### src/rtl/blocked_read_ctrl_if.sv
// Read-control bus: block handshake and tile sizes in, bank read addresses and
// completion pulses out. The controller uses the master view, its client the slave view.
interface blocked_read_ctrl_if #(
  parameter int unsigned ADDR_W_A     = 12,
  parameter int unsigned ADDR_W_B     = 12,
  parameter int unsigned MATRIXSIZE_W = 16
);
  logic                    rd_go;
  logic [MATRIXSIZE_W-1:0] M2;
  logic [MATRIXSIZE_W-1:0] M1dN1;
  logic [MATRIXSIZE_W-1:0] BLOCK_WIDTHdN2;
  logic [MATRIXSIZE_W-1:0] BLOCKS;
  logic [ADDR_W_A-1:0]     rd_addr_A;
  logic [ADDR_W_B-1:0]     rd_addr_B;
  logic                    rd_valid;
  logic                    tile_first;
  logic                    tile_last;
  logic                    done_read_control;
  logic                    done_multiply;
  logic                    busy;

  modport master (
    input  rd_go, M2, M1dN1, BLOCK_WIDTHdN2, BLOCKS,
    output rd_addr_A, rd_addr_B, rd_valid, tile_first, tile_last,
           done_read_control, done_multiply, busy
  );

  modport slave (
    output rd_go, M2, M1dN1, BLOCK_WIDTHdN2, BLOCKS,
    input  rd_addr_A, rd_addr_B, rd_valid, tile_first, tile_last,
           done_read_control, done_multiply, busy
  );
endinterface

### src/rtl/blocked_read_ctrl.sv
// Walks a loaded block as (i, j, k) tiles, issuing one A/B bank address pair per cycle,
// then waits out the array pipeline and signals block / multiply completion.
module blocked_read_ctrl #(
  parameter int unsigned ADDR_W_A     = 12,
  parameter int unsigned ADDR_W_B     = 12,
  parameter int unsigned MATRIXSIZE_W = 16,
  parameter int unsigned DRAIN_CYC    = 8
) (
  input logic                 clk,
  input logic                 rst_n,
  blocked_read_ctrl_if.master bus
);
  localparam int unsigned DrainW = (DRAIN_CYC > 1) ? $clog2(DRAIN_CYC) : 1;
  localparam logic [DrainW-1:0]       DrainLast = DrainW'(DRAIN_CYC - 1);
  localparam logic [MATRIXSIZE_W-1:0] One       = MATRIXSIZE_W'(1);

  localparam logic [2:0] StIdle    = 3'd0;
  localparam logic [2:0] StRead    = 3'd1;
  localparam logic [2:0] StDrain   = 3'd2;
  localparam logic [2:0] StDone    = 3'd3;
  localparam logic [2:0] StWaitLow = 3'd4;

  logic [2:0]              state_q, state_d;
  logic [MATRIXSIZE_W-1:0] i_q, i_d, j_q, j_d, k_q, k_d;
  logic [MATRIXSIZE_W-1:0] m2_q, m2_d, m1_q, m1_d, bw_q, bw_d, blocks_q, blocks_d;
  logic [MATRIXSIZE_W-1:0] blk_q, blk_d;
  logic [ADDR_W_A-1:0]     base_a_q, base_a_d, addr_a_q, addr_a_d;
  logic [ADDR_W_B-1:0]     base_b_q, base_b_d, addr_b_q, addr_b_d;
  logic [DrainW-1:0]       drain_q, drain_d;
  logic                    valid_q, valid_d, first_q, first_d, last_q, last_d;
  logic                    done_rc_q, done_rc_d, done_mul_q, done_mul_d;

  logic                    k_last, j_last, i_last, size_zero;
  logic [ADDR_W_A-1:0]     m2_a;
  logic [ADDR_W_B-1:0]     m2_b;

  assign k_last    = (k_q == m2_q - One);
  assign j_last    = (j_q == bw_q - One);
  assign i_last    = (i_q == m1_q - One);
  assign m2_a      = ADDR_W_A'(m2_q);
  assign m2_b      = ADDR_W_B'(m2_q);
  assign size_zero = (bus.M2 == '0) || (bus.M1dN1 == '0) || (bus.BLOCK_WIDTHdN2 == '0);

  always_comb begin
    state_d    = state_q;
    i_d        = i_q;
    j_d        = j_q;
    k_d        = k_q;
    m2_d       = m2_q;
    m1_d       = m1_q;
    bw_d       = bw_q;
    blocks_d   = blocks_q;
    blk_d      = blk_q;
    base_a_d   = base_a_q;
    base_b_d   = base_b_q;
    addr_a_d   = addr_a_q;
    addr_b_d   = addr_b_q;
    drain_d    = drain_q;
    valid_d    = 1'b0;
    first_d    = 1'b0;
    last_d     = 1'b0;
    done_rc_d  = 1'b0;
    done_mul_d = 1'b0;

    case (state_q)
      StIdle: begin
        i_d      = '0;
        j_d      = '0;
        k_d      = '0;
        base_a_d = '0;
        base_b_d = '0;
        drain_d  = '0;
        if (bus.rd_go) begin
          m2_d     = bus.M2;
          m1_d     = bus.M1dN1;
          bw_d     = bus.BLOCK_WIDTHdN2;
          blocks_d = bus.BLOCKS;
          state_d  = size_zero ? StDrain : StRead;
        end
      end
      StRead: begin
        // rd_go low pauses the walk in place; nothing advances.
        if (bus.rd_go) begin
          valid_d  = 1'b1;
          addr_a_d = base_a_q + ADDR_W_A'(k_q);
          addr_b_d = base_b_q + ADDR_W_B'(k_q);
          first_d  = (k_q == '0);
          last_d   = k_last;
          if (!k_last) begin
            k_d = k_q + One;
          end else begin
            k_d = '0;
            if (!j_last) begin
              j_d      = j_q + One;
              base_b_d = base_b_q + m2_b;
            end else begin
              j_d      = '0;
              base_b_d = '0;
              if (!i_last) begin
                i_d      = i_q + One;
                base_a_d = base_a_q + m2_a;
              end else begin
                state_d = StDrain;
              end
            end
          end
        end
      end
      StDrain: begin
        if (drain_q == DrainLast) state_d = StDone;
        else                      drain_d = drain_q + DrainW'(1);
      end
      StDone: begin
        done_rc_d = 1'b1;
        if (blk_q == blocks_q) begin
          done_mul_d = 1'b1;
          blk_d      = '0;
        end else begin
          blk_d = blk_q + One;
        end
        state_d = StWaitLow;
      end
      StWaitLow: begin
        // Wait for rd_go to drop so the same loaded block is never read twice.
        if (!bus.rd_go) state_d = StIdle;
      end
      default: state_d = StIdle;
    endcase
  end

  always_ff @(posedge clk or negedge rst_n) begin
    if (!rst_n) begin
      state_q    <= StIdle;
      i_q        <= '0;
      j_q        <= '0;
      k_q        <= '0;
      m2_q       <= '0;
      m1_q       <= '0;
      bw_q       <= '0;
      blocks_q   <= '0;
      blk_q      <= '0;
      base_a_q   <= '0;
      base_b_q   <= '0;
      addr_a_q   <= '0;
      addr_b_q   <= '0;
      drain_q    <= '0;
      valid_q    <= 1'b0;
      first_q    <= 1'b0;
      last_q     <= 1'b0;
      done_rc_q  <= 1'b0;
      done_mul_q <= 1'b0;
    end else begin
      state_q    <= state_d;
      i_q        <= i_d;
      j_q        <= j_d;
      k_q        <= k_d;
      m2_q       <= m2_d;
      m1_q       <= m1_d;
      bw_q       <= bw_d;
      blocks_q   <= blocks_d;
      blk_q      <= blk_d;
      base_a_q   <= base_a_d;
      base_b_q   <= base_b_d;
      addr_a_q   <= addr_a_d;
      addr_b_q   <= addr_b_d;
      drain_q    <= drain_d;
      valid_q    <= valid_d;
      first_q    <= first_d;
      last_q     <= last_d;
      done_rc_q  <= done_rc_d;
      done_mul_q <= done_mul_d;
    end
  end

  assign bus.rd_addr_A         = addr_a_q;
  assign bus.rd_addr_B         = addr_b_q;
  assign bus.rd_valid          = valid_q;
  assign bus.tile_first        = first_q;
  assign bus.tile_last         = last_q;
  assign bus.done_read_control = done_rc_q;
  assign bus.done_multiply     = done_mul_q;
  assign bus.busy              = (state_q != StIdle);
endmodule
### src/flat_wrapper.sv
// flat-port wrapper written by rule: the top's interface ports become plain ports
module blocked_read_ctrl_flat 
#(
  parameter int unsigned ADDR_W_A     = 12,
  parameter int unsigned ADDR_W_B     = 12,
  parameter int unsigned MATRIXSIZE_W = 16,
  parameter int unsigned DRAIN_CYC    = 8
)
  (clk, rst_n, bus_rd_go, bus_M2, bus_M1dN1, bus_BLOCK_WIDTHdN2, bus_BLOCKS, bus_rd_addr_A, bus_rd_addr_B, bus_rd_valid, bus_tile_first, bus_tile_last, bus_done_read_control, bus_done_multiply, bus_busy);
  blocked_read_ctrl_if #(.ADDR_W_A(ADDR_W_A), .ADDR_W_B(ADDR_W_B), .MATRIXSIZE_W(MATRIXSIZE_W)) bus_i ();
  input logic clk;
  input logic rst_n;
  input wire logic [$bits(bus_i.rd_go)-1:0] bus_rd_go;
  input wire logic [$bits(bus_i.M2)-1:0] bus_M2;
  input wire logic [$bits(bus_i.M1dN1)-1:0] bus_M1dN1;
  input wire logic [$bits(bus_i.BLOCK_WIDTHdN2)-1:0] bus_BLOCK_WIDTHdN2;
  input wire logic [$bits(bus_i.BLOCKS)-1:0] bus_BLOCKS;
  output wire logic [$bits(bus_i.rd_addr_A)-1:0] bus_rd_addr_A;
  output wire logic [$bits(bus_i.rd_addr_B)-1:0] bus_rd_addr_B;
  output wire logic [$bits(bus_i.rd_valid)-1:0] bus_rd_valid;
  output wire logic [$bits(bus_i.tile_first)-1:0] bus_tile_first;
  output wire logic [$bits(bus_i.tile_last)-1:0] bus_tile_last;
  output wire logic [$bits(bus_i.done_read_control)-1:0] bus_done_read_control;
  output wire logic [$bits(bus_i.done_multiply)-1:0] bus_done_multiply;
  output wire logic [$bits(bus_i.busy)-1:0] bus_busy;
  assign bus_i.rd_go = bus_rd_go;
  assign bus_i.M2 = bus_M2;
  assign bus_i.M1dN1 = bus_M1dN1;
  assign bus_i.BLOCK_WIDTHdN2 = bus_BLOCK_WIDTHdN2;
  assign bus_i.BLOCKS = bus_BLOCKS;
  assign bus_rd_addr_A = bus_i.rd_addr_A;
  assign bus_rd_addr_B = bus_i.rd_addr_B;
  assign bus_rd_valid = bus_i.rd_valid;
  assign bus_tile_first = bus_i.tile_first;
  assign bus_tile_last = bus_i.tile_last;
  assign bus_done_read_control = bus_i.done_read_control;
  assign bus_done_multiply = bus_i.done_multiply;
  assign bus_busy = bus_i.busy;
  blocked_read_ctrl #(.ADDR_W_A(ADDR_W_A), .ADDR_W_B(ADDR_W_B), .MATRIXSIZE_W(MATRIXSIZE_W), .DRAIN_CYC(DRAIN_CYC)) u_core (.clk(clk), .rst_n(rst_n), .bus(bus_i));
endmodule
### config.mk
export PLATFORM = sky130hd
export DESIGN_NAME = blocked_read_ctrl_flat
export DESIGN_NICKNAME = d
export VERILOG_FILES = /design/src/rtl/blocked_read_ctrl_if.sv /design/src/rtl/blocked_read_ctrl.sv /design/src/flat_wrapper.sv
export SDC_FILE = /design/constraint.sdc
export NUM_CORES = 1
export LEC_CHECK = 0
export CAP_MARGIN = 20
export CELL_PAD_IN_SITES_DETAIL_PLACEMENT = 2
export CELL_PAD_IN_SITES_GLOBAL_PLACEMENT = 2
export CORE_MARGIN = 10
export CORE_UTILIZATION = 38
export CTS_CLUSTER_SIZE = 10
export DETAILED_ROUTE_END_ITERATION = 8
export HOLD_SLACK_MARGIN = 0.1
export PLACE_DENSITY_LB_ADDON = 0.1
export SYNTH_ARGS = -nofsm -noshare
export SYNTH_HDL_FRONTEND = slang
export SYNTH_SLANG_ARGS = --single-unit
### constraint.sdc
create_clock -name clk -period 5.25 [get_ports clk]
set_clock_uncertainty 0.15 [all_clocks]
set_input_delay 1.575 -clock clk [delete_from_list [all_inputs] [get_ports clk]]
set_output_delay 1.575 -clock clk [all_outputs]
set_load 0.02 [all_outputs]
[Yosys cells after proc, flatten, opt, wreduce, memory -nomap -nowiden]
Index checks and enable logic that the tools add are counted.
Storage, ports and cells
  register bits: 187
  input bits: 67
  output and inout port bits: 30
  logic and storage cells: 108
Operators by class
  add/sub/neg operators: 12
  equal/unequal tests: 18
  multiplexer cells: 42
  reductions and logical operators: 17
Operators by type and width (number)
  two-way mux 16 bit: 10
  case mux 16 bit (2 select lines): 3
  two-way mux 12 bit: 7
  adder 16 x 1 -> 16 bit, second input constant: 4
  == test 16 bit: 4
  zero test 16 bit: 4
  adder 12 bit: 4
  case mux 12 bit (2 select lines): 2
  subtractor 16 x 1 -> 16 bit, second input constant: 3
  two-way mux 3 bit: 8
  case mux 3 bit (5 select lines): 1
  != test 2 bit, second input constant: 5
  two-way mux 1 bit: 9
  != test 2 x 1 -> 1 bit, second input constant: 4
  AND reduction 2 bit: 4
  AND reduction 7 bit: 1
  == test 3 x 2 -> 1 bit, second input constant: 2
  == test 3 bit, second input constant: 2
  case mux 3 bit (2 select lines): 1
  AND reduction 5 bit: 1
  nonzero test 2 bit: 2
  adder 3 x 1 -> 3 bit, second input constant: 1
  == test 3 x 1 -> 1 bit, second input constant: 1
  zero test 3 bit: 1
  4 further kinds: 5

[Depth between registers and ports, before layout]
  depth after elaboration: 7
  depth in mapped cells: 13
  depth with buffers taken out: 12

[Worst setup path after synthesis]
OpenSTA, ideal clock, no wires.
  path kind: register to register
  from: register u_core.m2_q[5]
  to: register u_core.base_a_q[6]
  setup time: 0.125 ns
  arrival: 3.377 ns
  required time: 4.975 ns
  path slack: 1.598 ns
  stages on the path, launching flop included: 12
  path buffers: 2
  period minus slack after synthesis: 3.652 ns
  cells stage by stage: dfrtp_1 > or4_1 > buf_2 > or4_4 > or4b_1 > nand4_1 > nand4b_1 > o21a_2 > a21oi_4 > nand2_4 > buf_6 > mux2_4
On the way
  word-level cells in the longest chain between the ends: 6
  elaborated cells on any way between the ends: 10
  classes of those cells: add/sub (2); eq/ne (2); mux (5); reduce/logical (1)
Ends and longest elaborated chain
  start: declaration: RTL line blocked_read_ctrl.sv:25  | logic [MATRIXSIZE_W-1:0] m2_q, m2_d, m1_q, m1_d, bw_q, bw_d, blocks_q, blocks_d;
  start signal: assignment: RTL line blocked_read_ctrl.sv:157  | m2_q <= m2_d;
  branches (longest 6 deep; another with subtractor 16 x 1 -> 16 bit)
  end signal: assignment: RTL line blocked_read_ctrl.sv:162  | base_a_q <= base_a_d;
  end: declaration: RTL line blocked_read_ctrl.sv:27  | logic [ADDR_W_A-1:0] base_a_q, base_a_d, addr_a_q, addr_a_d;
Parallel ways; which one is timed is not known. The select of a mux whose other input is x is not followed.
A chain may end at the register's enable or synchronous reset.

[Worst setup path after layout]
  from: register u_core.m2_q[1]
  to: register u_core.i_q[11]
On the way
  word-level cells in the longest chain between the ends: 4
Ends and longest elaborated chain
  subtractor 16 x 1 -> 16 bit: RTL line blocked_read_ctrl.sv:37  | assign k_last = (k_q == m2_q - One);
  == test 16 bit: RTL line blocked_read_ctrl.sv:37
  != test 2 x 1 -> 1 bit (no line)
  AND reduction 5 bit (no line)
  end signal: assignment: RTL line blocked_read_ctrl.sv:154  | i_q <= i_d;
  end: declaration: RTL line blocked_read_ctrl.sv:24  | logic [MATRIXSIZE_W-1:0] i_q, i_d, j_q, j_d, k_q, k_d;
No other way between the ends.

==> results.md <==
* Die Ht at 196 um
* Comb power frac at about 46%
* Global Route Usage Sum at 20.0%
* Post-synth EDFFs at 0
* Seq cells post-synth at roughly 190
* Min cycle time layout at approximately 4.6 ns
* Met2 Wirelength at about 18 mm
* Hold endpoint: u_core.bus.rd_addr_A[2]
* Worst reg2reg startpoint: u_core.m2_q[1]
* DP HPWL at between 20 and 30 mm
* TritonCTS clock tree: done
* Main synth FF type: dfrtp_1
* First-pass GRT wire length at 62.1 mm
* Top layer used by detailed routing: met4
* Crit share post-route at 87.3%
* N_diodes at 0
* Type of the most critical hold path: reg -> reg
* Max FO, Critical Path at 32
* Max_slew headroom at a little under 30%
* Largest family of logic cells by synthesized area: simple AND/OR/NAND/NOR gates
* Worst endpoint data arrival time at around 4.8 ns
* Unrepaired setup endpoints after global routing: false
* Routed vias/inst at 5.66
* Post-Synth Simple-Gate Area at between 10% and 20%
* Ys async rst share at 100%
* Post-DRT Antenna Nets at 0
* Status: finished, final reports clean
* Mapped Area at 11,800 sq um
* Sequential Area at between 4000 and 5000 sq um
* Netlist cell types at 74
* Vias at 9,752
* Clock tree buffer depth at 2
* Sequential-to-total area share from yosys stat at roughly two fifths
* Die Wd at between 150 and 200 um
* Ratio of cells with drive above 1 in the final layout at 10.5%
* Setup Fix Bufs, Post-CTS at 0
* Leak pwr at slightly below 6 nW
* Worst Path Required at around 5.4 ns
* Initial Utilization at between 30% and 40%
* CTS resizes at 0
* Synth Area in Compound Gates at between 10% and 20%
* Die area at ~38,000 sq um
* Vias in the first global route at between 10,000 and 15,000
* Highest-count cells in the layout ignoring fill and taps: dfrtp_1, nand2_1, nor2_1
* Clk sink count at 187
* Mux share of post-synthesis cell area at 7.39%
* Peak Freq at 218 MHz
* Cells on Worst Hold Path at 2
* Syn_area_per_cell at 9.51 sq um
* Clock tree root buffer cell: clkbuf_16
* Syn nets at between 1,000 and 1,500
* CTS clk-pin slew, worst paths at approximately 0.070 ns
* Initial antenna violation count at 0
* Most common cell after layout, fill and taps aside: dfrtp_1
* Port-buffer cells at 96
* H-tree Lvls at 4
* Net Switching at around 3.1 mW
* Placer congestion estimate at 0.884
* R2R setup slack at about 0.67 ns
* Max Cap Viol at 0
* Final WL at roughly 38 mm
* Worst hold start: u_core.bus.rd_addr_A[2]
* Total congestion overflow at 0
* Worst vdd ir at between 0.0002 and 0.00025 V
* Layout area overhead at 16.8%
* Drt pass-1 iters at 4
* Post-Synthesis Cells at 1,236
* Core ar. at ~30,000 sq um
* Nets at around 1,400
* Startpoint Class: register
* Capturing point of the worst reg2reg path: u_core.i_q[11]
* P per Cell Area at a little over 500 nW/um^2
* Clk_lat worst skew at 0.46 ns
* Post-synthesis adder-cell area fraction at under 10%
* TritonCTS buffer count at 17
* # DRC at 0
* Switch share at between 40% and 50%
* Internal power at 4.04 mW
* Final hold vios at 0
* CP Capture Type: register
* Final setup viols at 0
* Multi-input combinational cell area at 6740 sq um
* Clock Power Share at about a fifth
* I/O pins at 97
* Slew Viols, Final at 0
* Post-synthesis xor/xnor area fraction at a little over a tenth
* Largest net degree at the start of global routing at roughly 100
* Wire length on met3 at between 1 and 1.5 mm
* Worst reg-to-reg path cell count at 12
* Metal1 wirelength at around 18 mm
* Synth warn at 0
* Post-DR wirelength/cell at ~22 um
* Final Util at ~45%
* DR iter-0 viols at 573
* Crit Path Class: reg -> reg
* Row count at 64
* Sequential share of power at a little over a third
* Number of fill cells at 3,286
* Worst-margin pin slew at around 1.0 ns
* CTS hold repair buffers at 0
* Setup TNS at 0 ns
[cell families after synthesis]
kind of cell | Yosys count
buffers and inverters | 88
AND/OR/NAND/NOR | 449
adder cells (fa/ha/maj) | 58
multiplexers | 76
XOR/XNOR | 144
AO/OA/AOI/OAI | 234
flip-flops | 187
[per-layer routing]
layer  vias to the layer above  GRT usage, %
met5                         -             0
met4                         0          4.38
met3                        24          3.56
met2                       126          32.6
met1                      4984          27.2
li1                       4618             -
[synthesized netlist by cell type (7+ instances only)]
cell / number / area (sq um)
a21o_1: 17 / 128
a21oi_1: 46 / 230
a22o_1: 13 / 114
a31oi_1: 17 / 106
a41o_1: 9 / 90.1
and2_1: 7 / 43.8
and3_1: 19 / 119
and4_1: 10 / 87.6
clkbuf_1: 43 / 161
dfrtp_1: 187 / 4680
ha_1: 54 / 676
inv_1: 35 / 131
mux2_2: 61 / 687
mux2i_1: 10 / 100
nand2_1: 114 / 428
nand2b_1: 10 / 62.6
nand3_1: 38 / 190
nand4_1: 23 / 144
nor2_1: 104 / 390
nor3_1: 36 / 180
nor4_1: 29 / 181
nor4b_1: 7 / 61.3
o21ai_0: 70 / 350
o21bai_1: 8 / 60.1
o31ai_1: 7 / 52.6
or3_1: 15 / 93.8
or4_1: 7 / 52.6
xnor2_1: 91 / 797
xor2_1: 53 / 464
[through the flow]
stage | hold slack (ns) | setup WS (ns) | instance area, sq um | std cells | total power [mW]
after global routing | 0.372 | 0.379 | 13700 | 1724 | 7.68
after floorplan | 0.320 | 1.60 | 11800 | 1236 | 4.65
after detailed placement | 0.326 | 0.683 | 13100 | 1691 | 5.81
after global placement | 0.316 | 0.886 | 13100 | 1691 | 5.67
after CTS | 0.343 | 0.661 | 13700 | 1723 | 7.19
final | 0.333 | 0.665 | 13700 | 1724 | 7.11
[power groups by stage]
stage / combinational, mW / clock (mW) / sequential, mW
5_1_grt: 3.66 / 1.43 / 2.59
6_report: 3.28 / 1.34 / 2.50
3_5_place_dp: 3.29 / 0 / 2.52
3_3_place_gp: 3.18 / 0 / 2.49
2_1_floorplan: 2.32 / 0 / 2.34
4_1_cts: 3.32 / 1.38 / 2.49
[how the worst max path moves through the flow]
| stage | startpoint | to | slack [ns] | cells past startpoint |
|---|---|---|---|---|
| 6_report | u_core.m2_q[1] | u_core.i_q[11] | 0.67 | 12 |
| 3_3_place_gp | u_core.m2_q[1] | u_core.i_q[2] | 0.89 | 12 |
| 3_5_place_dp | u_core.m2_q[1] | u_core.i_q[14] | 0.68 | 12 |
| 5_1_grt | u_core.m2_q[1] | u_core.i_q[13] | 0.38 | 12 |
| 4_1_cts | u_core.m2_q[1] | u_core.i_q[13] | 0.66 | 12 |
| 2_1_floorplan | u_core.m2_q[5] | u_core.base_a_q[6] | 1.60 | 11 |
[worst max-delay path, stage by stage (launching register included)]
cell	delay (ns)
dfrtp_1	0.51
inv_1	0.13
ha_1	0.27
or4b_1	0.62
or4b_1	0.56
a211o_1	0.31
nand2_1	0.14
nand4b_1	0.16
o21a_2	0.48
a21oi_4	0.43
buf_4	0.35
a21oi_1	0.13
a31o_2	0.23
[area by class of cell]
type / instances / area share (%)
tap: 396 / 3.61
clock inverter: 8 / 0.592
multi-input combinational: 961 / 49.1
inverter: 37 / 1.01
clock buffer: 24 / 3.73
sequential: 187 / 34.1
timing repair buffer: 111 / 7.92
[state kept, by name, indices dropped and copies added, names as in the netlist]
signal / count
u_core.m1_q: 16
u_core.bus.rd_addr_B: 12
u_core.bus.tile_first: 1
u_core.m2_q: 16
u_core.i_q: 16
u_core.bus.rd_addr_A: 12
u_core.bus.tile_last: 1
u_core.bw_q: 16
u_core.bus.done_multiply: 1
u_core.blk_q: 16
u_core.base_b_q: 12
u_core.k_q: 16
u_core.base_a_q: 12
u_core.state_q: 3
u_core.drain_q: 3
u_core.blocks_q: 16
u_core.bus.done_read_control: 1
u_core.bus.rd_valid: 1
u_core.j_q: 16
Note: power is estimated with default switching activity, not from simulation.
